## src/rtl/mem_copy_engine_pkg.sv

```systemverilog
// Shared memory handshake types and default configuration for the boot copy engine.
package mem_copy_engine_pkg;

  typedef struct packed {
    logic        mem_valid;
    logic        mem_instr;
    logic [31:0] mem_addr;
    logic [31:0] mem_wdata;
    logic [3:0]  mem_wstrb;
  } mem_in_type;

  typedef struct packed {
    logic [31:0] mem_rdata;
    logic        mem_ready;
    logic        mem_error;
  } mem_out_type;

  localparam logic [31:0] copy_src_base = 32'h0000_0000;
  localparam logic [31:0] copy_dst_base = 32'h8000_0000;
  localparam int unsigned copy_words    = 64;
  localparam int unsigned copy_timeout  = 255;

  // Byte address of a word; wraps modulo 2^32.
  function automatic logic [31:0] word_addr(input logic [31:0] base, input logic [15:0] index);
    return base + {14'b0, index, 2'b00};
  endfunction

endpackage

```

## src/rtl/mem_copy_timer.sv

```systemverilog
// Loadable down-counter; expire flags the last cycle a transfer may still wait.
module mem_copy_timer #(
  parameter int unsigned Width = 16
) (
  input  logic             clock,
  input  logic             reset,
  input  logic             load,
  input  logic [Width-1:0] load_value,
  output logic             expire
);

  logic [Width-1:0] cnt_q, cnt_d;

  always_comb begin
    cnt_d = cnt_q;
    if (load) begin
      cnt_d = load_value;
    end else if (cnt_q != '0) begin
      cnt_d = cnt_q - Width'(1);
    end
  end

  always_ff @(posedge clock or negedge reset) begin
    if (!reset) begin
      cnt_q <= '0;
    end else begin
      cnt_q <= cnt_d;
    end
  end

  // The count includes the request cycle, so expiry is signalled one cycle before zero.
  assign expire = (cnt_q <= Width'(1));

endmodule

```

## src/rtl/mem_copy_engine.sv

```systemverilog
// Copies WORDS words from a source responder to a destination responder, one word at a time.
module mem_copy_engine
  import mem_copy_engine_pkg::*;
#(
  parameter logic [31:0] SRC_BASE = copy_src_base,
  parameter logic [31:0] DST_BASE = copy_dst_base,
  parameter int unsigned WORDS    = copy_words,
  parameter int unsigned TIMEOUT  = copy_timeout
) (
  input  logic        clock,
  input  logic        reset,
  input  logic        start,
  output mem_in_type  src_in,
  input  mem_out_type src_out,
  output mem_in_type  dst_in,
  input  mem_out_type dst_out,
  output logic        busy,
  output logic        done,
  output logic        error,
  output logic [15:0] count
);

  typedef enum logic [2:0] {
    StIdle, StRdReq, StRdWait, StWrReq, StWrWait, StFinish, StFail
  } state_e;

  localparam logic [15:0] LastIndex = 16'(WORDS - 1);
  localparam logic [15:0] TimerLoad = 16'(TIMEOUT);

  state_e      state_q, state_d;
  logic [15:0] index_q, index_d;
  logic [31:0] data_q, data_d;
  logic        busy_q, busy_d;
  logic        done_q, done_d;
  logic        error_q, error_d;
  logic        timer_load, timer_expire;

  mem_copy_timer #(
    .Width(16)
  ) u_timer (
    .clock     (clock),
    .reset     (reset),
    .load      (timer_load),
    .load_value(TimerLoad),
    .expire    (timer_expire)
  );

  always_comb begin
    state_d = state_q;
    index_d = index_q;
    data_d  = data_q;
    busy_d  = busy_q;
    done_d  = done_q;
    error_d = error_q;
    unique case (state_q)
      StIdle: begin
        if (start) begin
          state_d = StRdReq;
          busy_d  = 1'b1;
          done_d  = 1'b0;
          error_d = 1'b0;
          index_d = '0;
        end
      end
      StRdReq: state_d = StRdWait;
      StRdWait: begin
        if (src_out.mem_ready) begin
          if (src_out.mem_error) begin
            state_d = StFail;
          end else begin
            data_d  = src_out.mem_rdata;
            state_d = StWrReq;
          end
        end else if (timer_expire) begin
          state_d = StFail;
        end
      end
      StWrReq: state_d = StWrWait;
      StWrWait: begin
        if (dst_out.mem_ready) begin
          if (dst_out.mem_error) begin
            state_d = StFail;
          end else begin
            index_d = index_q + 16'd1;
            state_d = (index_q == LastIndex) ? StFinish : StRdReq;
          end
        end else if (timer_expire) begin
          state_d = StFail;
        end
      end
      StFinish: state_d = StIdle;
      StFail:   state_d = StIdle;
      default:  state_d = StIdle;
    endcase
    // Status flags are registered on entry so they are visible during FINISH/FAIL.
    if (state_d == StFinish) begin
      done_d = 1'b1;
      busy_d = 1'b0;
    end
    if (state_d == StFail) begin
      error_d = 1'b1;
      busy_d  = 1'b0;
    end
  end

  assign timer_load = (state_d == StRdReq) || (state_d == StWrReq);

  always_comb begin
    src_in = '0;
    dst_in = '0;
    if (state_q == StRdReq || state_q == StRdWait) begin
      src_in.mem_valid = (state_q == StRdReq);
      src_in.mem_addr  = word_addr(SRC_BASE, index_q);
    end
    if (state_q == StWrReq || state_q == StWrWait) begin
      dst_in.mem_valid = (state_q == StWrReq);
      dst_in.mem_addr  = word_addr(DST_BASE, index_q);
      dst_in.mem_wdata = data_q;
      dst_in.mem_wstrb = 4'hF;
    end
  end

  always_ff @(posedge clock or negedge reset) begin
    if (!reset) begin
      state_q <= StIdle;
      index_q <= '0;
      data_q  <= '0;
      busy_q  <= 1'b0;
      done_q  <= 1'b0;
      error_q <= 1'b0;
    end else begin
      state_q <= state_d;
      index_q <= index_d;
      data_q  <= data_d;
      busy_q  <= busy_d;
      done_q  <= done_d;
      error_q <= error_d;
    end
  end

  assign busy  = busy_q;
  assign done  = done_q;
  assign error = error_q;
  assign count = index_q;

  logic unused_dst_rdata;
  assign unused_dst_rdata = ^dst_out.mem_rdata;

endmodule

```

## config.mk

```make
export PLATFORM = sky130hd
export DESIGN_NAME = mem_copy_engine
export DESIGN_NICKNAME = d
export VERILOG_FILES = /design/src/rtl/mem_copy_engine_pkg.sv /design/src/rtl/mem_copy_timer.sv /design/src/rtl/mem_copy_engine.sv
export SDC_FILE = /design/constraint.sdc
export NUM_CORES = 1
export LEC_CHECK = 0
export BUFFER_PORTS_ARGS = -buffer_cell sky130_fd_sc_hd__clkbuf_2
export CORE_MARGIN = 4
export CORE_UTILIZATION = 40
export CTS_CLUSTER_SIZE = 8
export DETAILED_ROUTE_END_ITERATION = 8
export PLACE_DENSITY = 0.76
export SLEW_MARGIN = 20
export SYNTH_ARGS = -nofsm -noshare
export SYNTH_HDL_FRONTEND = slang
export SYNTH_SLANG_ARGS = --single-unit
```

## constraint.sdc

```tcl
create_clock -name clock -period 2.04 [get_ports clock]
set_clock_uncertainty 0.2 [all_clocks]
set_input_delay 0.102 -clock clock [delete_from_list [all_inputs] [get_ports clock]]
set_output_delay 0.102 -clock clock [all_outputs]
set_load 0.02 [all_outputs]
```

==> impl_metrics.tcl <==
set metrics [dict create \
    final_hold_viol_count 0 \
    drive_gt1_share_pct 42.6 \
    syn-cell-area_um2 4250 \
    slew_headroom_pct 59.2 \
    die_w_um 111 \
    powerDensity_nw_per_um2 1120 \
    nFillCells 852 \
    cts_buffer_depth 2 \
    grt_pass1_wl_um 18600 \
    violations "negative setup slack" \
    first_pass_iters 4 \
    drc_errors 0 \
    clk_latency_ns 0.34 \
    clock-sinks 70 \
    seq_area_um2 1760 \
    synth_edf_count 0 \
    dieArea_um2 12300 \
    antenna_found_initial 0 \
    p_leak_uw 0.00304 \
    die_y_um 111 \
    rows 37 \
    hpwl_um 8020 \
    final_common_cell "clkbuf_2" \
    seq_area_frac_synth_pct 41.2 \
    cts_max_level 3 \
    routed_wl_um 12300 \
    peakVddDrop_mv 0.616 \
    synthDistinctLibCells 52 \
    outcome "finished with violations" \
    wl_per_cell_um 15.5 \
    start_kind "register" \
    via_count 3812 \
    root_buffer "clkbuf_8" \
    grt_max_degree 47 \
    rsz0062_at_grt "yes" \
    multi_input_area_um2 2350 \
    coreArea_um2 10300 \
    ioPinCount 230 \
    timing.max_cap.violations 0 \
    slew_viol_final 0 \
    drt-initial-drc-count 196 \
    syn_area_per_cell_um2 9.76 \
    end_kind "output port" \
    required_ns 1.74 \
    fmax_mhz 481 \
    ys_ff_latch 70 \
    yosys_warnings 0 \
    ys_async_sr_fraction_pct 100 \
    clkTransAtPathRegs_ns 0.07 \
    gp_congestion 0.832 \
    synthToLayoutAreaGrowth_pct 47.8 \
    final_antenna_net_count 0 \
    fin_nets 729 \
    criticalPathCategory "reg -> out" \
    fin_crit_ns 2.08 \
    fin_total_pwr_uw 7040 \
    holdWs_ns 0.0463 \
    final_cell_mix "clkbuf_2, conb_1, dfrtp_1" \
    first_global_vias 3800 \
    cp_data_arrival_time_ns 1.78 \
    synth-main-ff-cell "dfrtp_1" \
    cp_max_fo 7 \
    cts_buffers 9 \
    hold_class "in -> reg" \
    worst_pin_slew_ns 0.612 \
    grt-ovfl-total 0 \
    finalSetupViolCount 20 \
    io_buffers 128 \
    drt-vias-per-instance 4.79 \
    n_antenna_cell 0 \
    tritoncts "built" \
    finalCritPeriodShare_pct 102 \
    synthesis.instances 436 \
    initial_core_util_pct 41.2 \
    track_usage_pct 18.3 \
    fin_ws_ns -0.0402 \
]
## routing by layer
metal | GRT usage [%] | wire [um] | vias to the layer above
met5 | 0 | 0 | -
met2 | 33.8 | 6540 | 170
met1 | 20.7 | 4580 | 1849
met3 | 4.31 | 892 | 27
met4 | 5.84 | 298 | 0
li1 | - | - | 1766
## metrics by stage
| stage | cell area [um2] | setup slack [ns] | utilization, % | std cells | setup TNS [ns] |
|---|---|---|---|---|---|
| after floorplan | 4520 | 0.0197 | - | 504 | 0 |
| after global placement | 5110 | -0.0810 | 49.5 | 728 | -0.232 |
| after detailed placement | 5110 | -0.148 | 49.5 | 728 | -1.35 |
| after CTS | 5860 | -0.0467 | 56.8 | 787 | -0.424 |
| after global routing | 6290 | -0.140 | 60.9 | 795 | -4.58 |
| final | 6290 | -0.0402 | 60.9 | 795 | -0.237 |
## power by group
part | internal [uW] | switching [uW]
clock | 720 | 509
combinational | 1760 | 1950
sequential | 1820 | 276
total | 4300 | 2740
## flip-flops by register name, summed over array words and instances, names as in the netlist
name,count
data_q,32
state_q,3
busy,1
count,16
error,1
u_timer.cnt_q,16
done,1
## cell families after synthesis
family | Yosys count | synth area share [%]
simple gates | 169 | 23.3
buf+inv | 98 | 15.1
flops | 70 | 41.2
compound gates | 40 | 6.12
mux | 34 | 8.94
xor+xnor | 20 | 4.12
fa+ha+maj | 4 | 1.18
other cells | 1 | 0.0882
## cell usage after synthesis, types with 2 or more instances
master	n	area share, %
a21oi_1	9	1.1
and2_1	17	2.5
and3_1	4	0.59
buf_1	3	0.26
buf_4	73	13
clkbuf_1	10	0.88
dfrtp_1	70	41
ha_1	4	1.2
inv_1	11	0.97
mux2_2	32	8.5
mux2i_1	2	0.47
nand2_1	11	0.97
nand2b_1	4	0.59
nand3_1	11	1.3
nand3b_1	4	0.71
nand4_1	5	0.74
nand4b_1	3	0.62
nor2_1	31	2.7
nor2b_1	50	7.4
nor3_1	7	0.82
nor3b_1	2	0.35
nor4_1	4	0.59
nor4_4	2	1.0
o211ai_1	2	0.35
o21ai_0	12	1.4
o22ai_1	2	0.29
o31ai_1	2	0.35
or3_1	7	1.0
xnor2_1	11	2.3
xor2_1	9	1.9
## critical path: stages, from the launching register on
cell	delay, ns
dfrtp_2	0.46
nand3b_1	0.23
inv_2	0.12
a21oi_4	0.05
buf_12	0.15
clkbuf_16	0.17
nor2b_1	0.12
buf_4	0.15
## path summary, 6_finish.rpt
path                              end  cells after the start  slack [ns]         startpoint
setup / recovery           dst_in[38]                      7       -0.04         state_q[2]
hold / removal               count[0]                      3        0.05              start
setup reg to reg                 busy                      5       -0.03  u_timer.cnt_q[15]
hold reg to reg            data_q[24]                      1        0.30         data_q[24]
max in group asynchronous    count[2]                      3        0.79              reset
min in group asynchronous  data_q[10]                      2        0.16              reset
## area by class of cell
type                            count  share of cell area, %
Sequential cell                    70                   28.0
Inverter                           11                  0.657
Multi-Input combinational cell    337                   37.4
Timing Repair Buffer              225                   27.9
Tap cell                          136                   2.71
Clock inverter                      4                   1.11
Clock buffer                       12                   2.31
## what timing repair did
item,4_1_cts,5_1_grt
hold buffers,36,0
pin swaps,3,11
setup endpoints to repair,85,71
gates cloned,1,4
setup buffers,6,4
endpoints found under the hold margin,58,0
resized for setup,26,124
Power figures use the tool's default switching activity.
